[src/rtl/trace_pkg.sv]
// ---------------------------------------------------------------------------
// trace_pkg
// Shared definitions for the processor trace recorder:
//   - FSM state encoding (IDLE/ARMED/CAPTURE/DONE)
//   - trace entry field offsets and widths, entry width ENTRY_W
//   - pack_entry(): assembles one 32-bit trace entry from a processor sample
// ---------------------------------------------------------------------------
package trace_pkg;

    localparam int ENTRY_W = 32;

    typedef enum logic [1:0] {
        ST_IDLE    = 2'd0,
        ST_ARMED   = 2'd1,
        ST_CAPTURE = 2'd2,
        ST_DONE    = 2'd3
    } state_e;

    // Entry layout, most significant field first.
    localparam int INSTR_LSB = 16;
    localparam int INSTR_W   = 16;
    localparam int ALU_LSB   = 8;
    localparam int ALU_W     = 8;
    localparam int FLAGS_LSB = 4;
    localparam int FLAGS_W   = 4;
    localparam int PCSRC_BIT = 3;
    localparam int LOST_BIT  = 2;
    localparam int SEQ_LSB   = 0;
    localparam int SEQ_W     = 2;

    function automatic logic [ENTRY_W-1:0] pack_entry(
        input logic [INSTR_W-1:0] instr,
        input logic [ALU_W-1:0]   alu,
        input logic [FLAGS_W-1:0] flags,
        input logic               pcsrc,
        input logic               lost,
        input logic [SEQ_W-1:0]   seq
    );
        logic [ENTRY_W-1:0] e;
        e = '0;
        e[INSTR_LSB +: INSTR_W] = instr;
        e[ALU_LSB   +: ALU_W]   = alu;
        e[FLAGS_LSB +: FLAGS_W] = flags;
        e[PCSRC_BIT]            = pcsrc;
        e[LOST_BIT]             = lost;
        e[SEQ_LSB   +: SEQ_W]   = seq;
        return e;
    endfunction

endpackage

[src/rtl/trace_fifo.sv]
// ---------------------------------------------------------------------------
// trace_fifo
// Synchronous first-word-fall-through FIFO, DEPTH x WIDTH.
// The head entry is presented combinationally from storage, so a written
// entry is visible on rdata_o the cycle after the push edge.
// A push while full is accepted only when a pop happens on the same edge.
// Ports:
//   clk, reset_n   : clock, synchronous active-low reset (pointers/count only)
//   push_i, wdata_i: write request and data
//   pop_i          : remove head entry (ignored when empty)
//   rdata_o        : head entry (undefined content when empty)
//   full_o, empty_o, count_o : occupancy status
// ---------------------------------------------------------------------------
module trace_fifo #(
    parameter int DEPTH = 16,
    parameter int WIDTH = 32
) (
    input  logic                   clk,
    input  logic                   reset_n,
    input  logic                   push_i,
    input  logic                   pop_i,
    input  logic [WIDTH-1:0]       wdata_i,
    output logic [WIDTH-1:0]       rdata_o,
    output logic                   full_o,
    output logic                   empty_o,
    output logic [$clog2(DEPTH):0] count_o
);

    localparam int            AW       = $clog2(DEPTH);
    localparam logic [AW:0]   FULL_CNT = (AW+1)'(DEPTH);

    logic [WIDTH-1:0] mem_q [DEPTH];
    logic [AW-1:0]    wr_ptr_q, wr_ptr_d;
    logic [AW-1:0]    rd_ptr_q, rd_ptr_d;
    logic [AW:0]      count_q, count_d;
    logic             do_push, do_pop;

    assign empty_o = (count_q == '0);
    assign full_o  = (count_q == FULL_CNT);
    assign count_o = count_q;
    assign rdata_o = mem_q[rd_ptr_q];

    assign do_pop  = pop_i && !empty_o;
    assign do_push = push_i && (!full_o || do_pop);

    // DEPTH is a power of two, so pointers wrap naturally at DEPTH.
    always_comb begin
        wr_ptr_d = wr_ptr_q;
        rd_ptr_d = rd_ptr_q;
        count_d  = count_q;
        if (do_push) begin
            wr_ptr_d = wr_ptr_q + 1'b1;
        end
        if (do_pop) begin
            rd_ptr_d = rd_ptr_q + 1'b1;
        end
        case ({do_push, do_pop})
            2'b10:   count_d = count_q + 1'b1;
            2'b01:   count_d = count_q - 1'b1;
            default: count_d = count_q;
        endcase
    end

    always_ff @(posedge clk) begin
        if (!reset_n) begin
            wr_ptr_q <= '0;
            rd_ptr_q <= '0;
            count_q  <= '0;
        end else begin
            wr_ptr_q <= wr_ptr_d;
            rd_ptr_q <= rd_ptr_d;
            count_q  <= count_d;
        end
    end

    // Storage carries no reset; emptiness is tracked by count_q alone.
    always_ff @(posedge clk) begin
        if (do_push) begin
            mem_q[wr_ptr_q] <= wdata_i;
        end
    end

endmodule

[src/rtl/trace_capture.sv]
// ---------------------------------------------------------------------------
// trace_capture
// Trace recorder for the pipelined processor debug outputs. Once armed it
// waits for a masked instruction match, then records CAPTURE_LEN consecutive
// cycles into a FWFT FIFO drained over a valid/ready stream.
// Ports:
//   clk, reset_n          : clock, synchronous active-low reset
//   arm                   : arm request (honoured in IDLE and DONE only)
//   trig_instr, trig_mask : trigger value and compare mask (1 = compare bit)
//   Instr, Flags, ALUResult, PCSrc : processor debug outputs being sampled
//   trace_data, trace_valid, trace_ready : FIFO head stream to the reader
//   state, done           : FSM state and DONE indication
//   drop_count            : saturating count of samples lost to a full FIFO
// ---------------------------------------------------------------------------
module trace_capture
    import trace_pkg::*;
#(
    parameter int DEPTH       = 16,
    parameter int CAPTURE_LEN = 64
) (
    input  logic        clk,
    input  logic        reset_n,
    input  logic        arm,
    input  logic [15:0] trig_instr,
    input  logic [15:0] trig_mask,
    input  logic [15:0] Instr,
    input  logic [3:0]  Flags,
    input  logic [7:0]  ALUResult,
    input  logic        PCSrc,
    output logic [31:0] trace_data,
    output logic        trace_valid,
    input  logic        trace_ready,
    output logic [1:0]  state,
    output logic        done,
    output logic [7:0]  drop_count
);

    localparam logic [15:0] LAST_IDX = 16'(CAPTURE_LEN - 1);

    state_e        state_q, state_d;
    logic [15:0]   idx_q, idx_d;
    logic          lost_q, lost_d;
    logic [7:0]    drop_q, drop_d;

    logic               trig_hit;
    logic               sample;
    logic               arm_clear;
    logic               accept;
    logic               pop;
    logic [ENTRY_W-1:0] entry;
    logic [ENTRY_W-1:0] fifo_head;
    logic               fifo_full;
    logic               fifo_empty;
    logic [$clog2(DEPTH):0] fifo_count;

    assign trig_hit = (((Instr ^ trig_instr) & trig_mask) == 16'h0000);

    // FSM next state; also decides whether this cycle is sampled and
    // whether an arm request restarts the window bookkeeping.
    always_comb begin
        state_d   = state_q;
        sample    = 1'b0;
        arm_clear = 1'b0;
        case (state_q)
            ST_IDLE: begin
                if (arm) begin
                    state_d   = ST_ARMED;
                    arm_clear = 1'b1;
                end
            end
            ST_ARMED: begin
                if (trig_hit) begin
                    sample  = 1'b1;
                    state_d = (CAPTURE_LEN == 1) ? ST_DONE : ST_CAPTURE;
                end
            end
            ST_CAPTURE: begin
                sample = 1'b1;
                if (idx_q == LAST_IDX) begin
                    state_d = ST_DONE;
                end
            end
            ST_DONE: begin
                if (arm) begin
                    state_d   = ST_ARMED;
                    arm_clear = 1'b1;
                end
            end
            default: state_d = ST_IDLE;
        endcase
    end

    // A full FIFO still takes a sample if the reader frees a slot on the
    // same edge.
    assign pop    = trace_valid && trace_ready;
    assign accept = sample && (!fifo_full || pop);

    // Sample index advances on every sampled cycle, dropped or not, so the
    // seq field of later entries reveals the gap.
    always_comb begin
        idx_d  = idx_q;
        lost_d = lost_q;
        drop_d = drop_q;
        if (arm_clear) begin
            idx_d  = '0;
            lost_d = 1'b0;
            drop_d = '0;
        end else if (sample) begin
            idx_d = idx_q + 16'd1;
            if (accept) begin
                lost_d = 1'b0;
            end else begin
                lost_d = 1'b1;
                if (drop_q != 8'hFF) begin
                    drop_d = drop_q + 8'd1;
                end
            end
        end
    end

    always_ff @(posedge clk) begin
        if (!reset_n) begin
            state_q <= ST_IDLE;
            idx_q   <= '0;
            lost_q  <= 1'b0;
            drop_q  <= '0;
        end else begin
            state_q <= state_d;
            idx_q   <= idx_d;
            lost_q  <= lost_d;
            drop_q  <= drop_d;
        end
    end

    // The entry carries the lost flag as it stood before this sample.
    assign entry = pack_entry(Instr, ALUResult, Flags, PCSrc, lost_q, idx_q[1:0]);

    trace_fifo #(
        .DEPTH (DEPTH),
        .WIDTH (ENTRY_W)
    ) u_fifo (
        .clk     (clk),
        .reset_n (reset_n),
        .push_i  (accept),
        .pop_i   (pop),
        .wdata_i (entry),
        .rdata_o (fifo_head),
        .full_o  (fifo_full),
        .empty_o (fifo_empty),
        .count_o (fifo_count)
    );

    assign trace_valid = (fifo_count != '0);
    // Stale storage is never exposed: an empty FIFO reads as zero.
    assign trace_data  = fifo_empty ? '0 : fifo_head;
    assign state       = state_q;
    assign done        = (state_q == ST_DONE);
    assign drop_count  = drop_q;

endmodule
[config.mk]
export PLATFORM = sky130hd
export DESIGN_NAME = trace_capture
export DESIGN_NICKNAME = d
export VERILOG_FILES = /design/src/rtl/trace_pkg.sv /design/src/rtl/trace_fifo.sv /design/src/rtl/trace_capture.sv
export SDC_FILE = /design/constraint.sdc
export NUM_CORES = 1
export LEC_CHECK = 0
export CAP_MARGIN = 20
export CELL_PAD_IN_SITES_DETAIL_PLACEMENT = 1
export CELL_PAD_IN_SITES_GLOBAL_PLACEMENT = 2
export CORE_ASPECT_RATIO = 0.8
export CORE_MARGIN = 2
export CORE_UTILIZATION = 48
export CTS_BUF_LIST = sky130_fd_sc_hd__clkbuf_8
export DETAILED_ROUTE_END_ITERATION = 12
export GPL_TIMING_DRIVEN = 0
export PLACE_DENSITY_LB_ADDON = 0.1
export SLEW_MARGIN = 10
export SYNTH_ARGS = -nofsm -noshare
export SYNTH_HDL_FRONTEND = slang
export SYNTH_SLANG_ARGS = --single-unit
[constraint.sdc]
create_clock -name clk -period 18.95 [get_ports clk]
set_input_delay 3.79 -clock clk [delete_from_list [all_inputs] [get_ports clk]]
set_output_delay 3.79 -clock clk [all_outputs]
set_load 0.01 [all_outputs]
==> results of run 1 <==
==> layer usage <==
layer	global-route usage [%]	part of all wire, %
met1	33.33	44
met2	36.96	48
met3	4.583	5.3
met4	6.594	1.9
met5	0	0
==> through the flow <==
step,utilization (%),setup WS [ns],cells
after floorplan,-,10.19,1067
after global placement,52.58,4.078,1787
after detailed placement,53.99,10.20,1829
after CTS,57.52,10.88,1986
after global routing,57.52,10.54,1986
final,57.52,10.91,1986
==> layout make-up <==
type | instances | area [sq um]
fillers | 4039 | 19340
flip-flops and latches | 556 | 16260
multi-input cells | 445 | 5614
repair buffers | 150 | 1642
clock buffers | 94 | 1294
well taps | 612 | 765.7
clock inverters | 63 | 315.3
plain buffers | 60 | 290.3
inverters | 6 | 22.52
==> cells in the mapped netlist, drive strengths merged, types with 2 or more instances <==
master	number	area, sq um
nor4	3	25.02
mux4	160	3603
edfxtp	512	15370
nand3	11	55.05
xnor2	6	52.55
a41o	3	30.03
nand4	12	75.07
or3	5	31.28
nor2	18	75.07
dfxtp	44	880.8
nand2	34	127.6
a31oi	4	25.02
a31o	5	43.79
nor2b	6	37.54
xor2	18	157.7
and3	10	62.56
ha	13	162.7
a22oi	9	67.56
and4b	6	60.06
buf	30	177.7
mux2i	13	130.1
nor4b	4	47.55
o21ai	12	60.06
nand2b	13	81.33
clkbuf	30	112.6
and4	2	17.52
a21boi	3	22.52
inv	6	22.52
and2	40	250.2
and3b	2	17.52
a21oi	16	80.08
nor3	7	45.04
nand4b	3	26.28
==> power groups by stage <==
stage	clock, mW	sequential (mW)	combinational (mW)
2_1_floorplan	0	1.39	0.248
3_3_place_gp	0	1.39	0.404
3_5_place_dp	0	1.39	0.416
5_1_grt	1.02	1.37	0.442
4_1_cts	0.968	1.36	0.418
6_report	0.946	1.36	0.408
==> final timing paths <==
check	end	slack, ns	cells past startpoint
hold / removal	idx_q[4]$_SDFFE_PP0P_	0.48	2
setup reg to reg	u_fifo.count_o[4]$_SDFFE_PN0P_	15.19	17
setup / recovery	u_fifo.count_o[4]$_SDFFE_PN0P_	10.91	18
hold reg to reg	idx_q[4]$_SDFFE_PP0P_	0.48	2
==> cells by family (layout without fill, tap and decap cells) <==
kind of cell               count (synthesis)  after routing
DFF                                      556            556
and+or+nand+nor                          177            177
muxes                                    173            173
buffers and inverters                     66            373
AOI/OAI and AO/OA                         58             58
xor gates and xnor gates                  24             24
adders and majority gates                 13             13
==> registers in the layout, indices dropped and copies added (netlist names), named ones only <==
| register | cells |
|---|---|
| drop_count | 8 |
| idx_q | 16 |
| lost_q | 1 |
| state | 2 |
| u_fifo.count_o | 5 |
| u_fifo.mem_q | 512 |
| u_fifo.rd_ptr_q | 4 |
| u_fifo.wr_ptr_q | 4 |
==> critical path, stage by stage <==
cell	delay, ns
clkdlybuf4s50_1	0.71
xor2_1	0.27
a22oi_1	0.49
nand4_1	0.51
o31a_1	0.54
nor2_4	0.19
inv_2	0.08
buf_6	0.18
ha_1	0.18
clkbuf_1	0.20
xor2_1	0.20
ha_1	0.19
a21oi_1	0.08
o21bai_1	0.16
a22oi_1	0.08
o221a_2	0.30
or3_1	0.31
a21boi_0	0.16
==> results.json, run 1 <==
{
  "cts_repair_resize_count": 0,
  "starting_utilization_of_the_core_area_pct": 48.53,
  "worst_slew_pin_slew_ns": 1.076,
  "core_area_sq_um": 45540,
  "postSynthAreaPerCell_sq_um": 20.71,
  "fin_total_pwr_mw": 2.719,
  "cts.root.buffer_cell": "clkbuf_8",
  "dieArea_sq_um": 47790,
  "final_min_period_over_clock_period_pct": 42.41,
  "clk_latency_ns": 0.66,
  "port-buffer-count": 108,
  "p_per_area_nw_per_um2": 103.8,
  "total_cts_buffers": 89,
  "leak_pwr_nw": 8.321,
  "grt_util_all_layers_pct": 23.30,
  "synth_nets": 1145,
  "synth-compound-area-share_pct": 1.738,
  "max-cap-violations": 0,
  "seq_area_frac_synth_pct": 73.55,
  "timing.max_slew.rel_slack_pct": 28.26,
  "grt_pass1_vias": 12140,
  "areaGrowthSynthToFinish_pct": 18.54,
  "synth_area_sq_um": 22100,
  "synth-xor-area-share_pct": 0.9511,
  "maxClockFrequency_ghz": 0.1244,
  "die_height_microns": 195.9,
  "synth-warning-count": 0,
  "routabilityCongestion": 0.7490,
  "post_dp_cell_area_sq_um": 24590,
  "path_class": "input port to register",
  "cell_internal_pwr_mw": 2.029,
  "setup-tns-final_ns": 0,
  "post_route_cells_drive_above_1_share_pct": 26.78,
  "design.final.nets": 1386,
  "worst_setup_hold_path_clk_slew_ns": 0.06,
  "layout_min_cycle_time_ns": 8.038,
  "crit_path_end_kind": "register",
  "multiplexer_fraction_of_the_synthesized_cell_area_pct": 16.89,
  "p_seq_share_pct": 50.2,
  "area_share_of_and_or_nand_nor_cells_after_synthesis_pct": 4.716,
  "placement_rows": 70,
  "drc_errors": 0,
  "min-delay-start": "idx_q[4]$_SDFFE_PP0P_",
  "layout.cells.most_common": "edfxtp_1",
  "post_detailed_route_via_to_cell_ratio": 5.739,
  "antenna_left": 0,
  "hold_buffers": 0,
  "cp_data_arrival_time_ns": 8.63,
  "count_of_final_max_slew_check_failures": 0,
  "whs_ns": 0.4779,
  "synth_cell_type_count": 49,
  "sw_frac_of_total_pct": 25.35,
  "start_kind": "input port",
  "grt_first_pass_wirelength_mm": 80.12,
  "skew_ns": 0.03091,
  "grt_setup_unrepaired": "false",
  "tritoncts_clock_tree": "yes",
  "critical_path.reg2reg.startpoint": "state[0]$_SDFFE_PN0P_",
  "htree_levels": 3,
  "drt_iter0_drc": 980,
  "detail_route.first_pass.iterations": 5,
  "run_status": "finished, final reports clean",
  "clkPwrFrac_pct": 34.8,
  "antenna_found_initial": 1,
  "postSynthRegisterBits": 556,
  "i_o_pin_count": 109,
  "cts.repair_timing.setup_buffer_count": 0,
  "net_switching_power_figure_mw": 0.6893,
  "die_w_microns": 243.9,
  "finalInstanceArea_sq_um": 26200,
  "diodes": 0,
  "critPathMaxFanout": 17,
  "routed_wire_length_per_instance_microns": 27.10,
  "pin_count_of_the_biggest_net_entering_global_routing": 23,
  "synth_top_family_by_area": "multiplexers",
  "peakVddDrop_v": 0.00005307,
  "wl_mm": 53.83,
  "startpoint": "Instr[12]",
  "crit_required_ns": 19.54,
  "cts.sink_count": 556,
  "min-delay-path-class": "register to register",
  "commonest_cells_after_routing_fill_and_taps_aside": "edfxtp_1 (512), mux4_2 (160), clkdlybuf4s50_1 (108), clkbuf_8 (94), dfxtp_1 (44)",
  "setup-violations-final": 0,
  "postSynthCellCount": 1067,
  "hold_violations": 0,
  "synth_edf_count": 512,
  "place_hpwl_mm": 34.31,
  "routed-via-count": 11400,
  "combPwrFrac_pct": 15.0,
  "overflow": 0,
  "yosys.area_share.adder_pct": 0.7360,
  "cts_max_path_buffers": 3,
  "synth_async_sr_flop_share_pct": 0,
  "synth-main-ff-cell": "edfxtp_1"
}
Note: power is estimated with default switching activity, not from simulation.
==> run 2, diff against run 1 <==
CORE_UTILIZATION = 44   (was 48)
clock period = 6.7 ns   (was 18.95 ns; I/O delays follow)
==> results.json, run 2 (same netlist as run 1, synthesis figures left out) <==
{
  "run_status": "finished, final reports clean",
  "fin_total_pwr_mw": 7.593,
  "critical-path-slowest-cell": "clkdlybuf4s50_1",
  "peakVddDrop_v": 0.0001281,
  "core_area_sq_um": 49690,
  "antenna_found_initial": 0,
  "commonest_cells_after_routing_fill_and_taps_aside": "edfxtp_1 (512), mux4_2 (160), clkdlybuf4s50_1 (108), clkbuf_8 (88), dfxtp_1 (44)",
  "port-buffer-count": 108,
  "starting_utilization_of_the_core_area_pct": 44.48,
  "finalInstanceArea_sq_um": 26130,
  "p_per_area_nw_per_um2": 290.6,
  "reg2reg_to": "u_fifo.count_o[4]$_SDFFE_PN0P_",
  "drc_errors": 0,
  "routed_wire_length_per_instance_microns": 26.80,
  "routed-via-count": 11330,
  "critical_path.reg2reg.startpoint": "u_fifo.count_o[1]$_SDFFE_PN0P_",
  "place_hpwl_mm": 34.69,
  "worst_slew_pin_slew_ns": 1.051,
  "final_min_period_over_clock_period_pct": 84.19,
  "layout.cells.most_common": "edfxtp_1",
  "die_height_microns": 204.5,
  "start_kind": "input port",
  "drt_iter0_drc": 1109,
  "i_o_pin_count": 109,
  "cp_data_arrival_time_ns": 6.23,
  "cts_max_path_buffers": 3,
  "hold_buffers": 0,
  "skew_ns": 0.02182,
  "max-cap-violations": 0,
  "crit_chain": "clkdlybuf4s50_1 > xor2_1 > a22oi_1 > nand4_1 > o31a_1 > nor2_4 > inv_2 > buf_6 > ha_1 > clkbuf_1 > xor2_1 > ha_1 > a21oi_1 > o21bai_1 > a22oi_1 > o221a_2 > or3_1 > a21boi_0",
  "cts_repair_resize_count": 0,
  "cts.root.buffer_cell": "clkbuf_8",
  "final_cell_count_no_fill": 2049,
  "min-delay-path-class": "register to register",
  "crit_path_end_kind": "register",
  "worst-r2r-setup-slack_ns": 2.97,
  "startpoint": "Instr[12]",
  "worst_setup_slack_post_dpl_ns": 0.1556,
  "count_of_final_max_slew_check_failures": 0,
  "setup-violations-final": 0,
  "place_inst": 1893,
  "dieArea_sq_um": 52050,
  "areaGrowthSynthToFinish_pct": 18.24,
  "worst_setup_hold_path_clk_slew_ns": 0.06,
  "grt_setup_unrepaired": "false",
  "post_detailed_route_via_to_cell_ratio": 5.527,
  "critPathMaxFanout": 17,
  "design.final.nets": 1385,
  "cts.sink_count": 556,
  "antenna_left": 0,
  "routabilityCongestion": 0.7248,
  "grt_first_pass_wirelength_mm": 81.41,
  "cts.repair_timing.setup_buffer_count": 0,
  "crit_end": "u_fifo.count_o[4]$_SDFFE_PN0P_",
  "largest_register_ff_count": 512,
  "path_class": "input port to register",
  "postLayoutSetupSlackWorst_ns": 1.059,
  "hold_violations": 0,
  "r2r_cells": 16,
  "die_w_microns": 254.6,
  "total_cts_buffers": 87,
  "grt_pass1_vias": 12220,
  "overflow": 0,
  "timing.max_slew.rel_slack_pct": 29.96,
  "post_route_cells_drive_above_1_share_pct": 26.06,
  "placement_rows": 73,
  "pin_count_of_the_biggest_net_entering_global_routing": 27,
  "diodes": 0,
  "grt_util_all_layers_pct": 21.91,
  "max_stage_delay_ns": 0.75,
  "max_flop_register": "u_fifo.mem_q",
  "detail_route.first_pass.iterations": 5,
  "tritoncts_clock_tree": "yes",
  "post_dp_cell_area_sq_um": 24610,
  "leak_pwr_nw": 8.296,
  "crit_required_ns": 7.29,
  "clk_latency_ns": 0.67,
  "maxClockFrequency_ghz": 0.1773,
  "htree_levels": 3,
  "layout_min_cycle_time_ns": 5.641,
  "wl_mm": 54.92
}
run 2: cell types whose count changed in the layout (fill, tap and decap cells not counted), moves of 2 or more:
cell,previous run,this run
and4b_2,5,1
and4b_4,0,4
buf_12,5,9
buf_16,7,0
buf_2,14,16
buf_4,26,23
buf_6,11,16
clkbuf_8,94,88
clkinv_1,23,20
clkinvlp_4,6,3
inv_1,24,37
inv_8,2,0
run 2: worst min-delay path by stage:
stage,startpoint,endpoint,slack (ns),depth (start not counted)
finish,idx_q[4]$_SDFFE_PP0P_,idx_q[4]$_SDFFE_PP0P_,0.48,2
global route,idx_q[4]$_SDFFE_PP0P_,idx_q[4]$_SDFFE_PP0P_,0.52,2
CTS,idx_q[4]$_SDFFE_PP0P_,idx_q[4]$_SDFFE_PP0P_,0.48,2
detailed placement,idx_q[4]$_SDFFE_PP0P_,idx_q[4]$_SDFFE_PP0P_,0.47,2
global placement,idx_q[4]$_SDFFE_PP0P_,idx_q[4]$_SDFFE_PP0P_,0.46,2
floorplan,idx_q[4]$_SDFFE_PP0P_,idx_q[4]$_SDFFE_PP0P_,0.44,2
run 2: area by class of cell:
cell class	count	area, sq um
fill	4561	23560
sequential	556	16260
multi-input combinational	445	5624
timing repair buffer	151	1573
clock buffer	88	1211
tap	675	844.6
clock inverter	68	311.5
buffer	60	290.3
inverter	6	22.52
run 2: where the power goes:
group	internal, mW	switching [mW]	leakage (nW)	total (mW)
clock	1.26	1.32	0.897	2.58
combinational	0.567	0.588	2.42	1.16
sequential	3.83	0.0255	4.98	3.86
total	5.66	1.93	8.30	7.59
run 2: worst max-delay path: cells and delay by family:
| family | cells | cell delay, ns |
|---|---|---|
| xor+xnor | 2 | 0.47 |
| simple gates | 3 | 1.01 |
| fa+ha+maj | 2 | 0.34 |
| compound gates | 7 | 1.84 |
| buf+inv | 4 | 1.22 |
run 2: stage by stage:
stage          util [%]  hold WS, ns  TNS [ns]
3_5_place_dp      49.53       0.4665         0
2_1_floorplan         -       0.4417         0
3_3_place_gp      48.36       0.4586  -1065.24
4_1_cts           52.59       0.4757         0
6_report          52.59       0.4797         0
5_1_grt           52.59       0.5201         0
run 2: metal layers:
| layer | vias up | global-route usage (%) | part of all wire (%) |
|---|---|---|---|
| li1 | 4910 | - | - |
| met1 | 6059 | 31.74 | 46 |
| met2 | 287 | 34.31 | 48 |
| met5 | - | 0 | 0 |
| met3 | 69 | 4.394 | 4.9 |
| met4 | 0 | 5.493 | 1.6 |
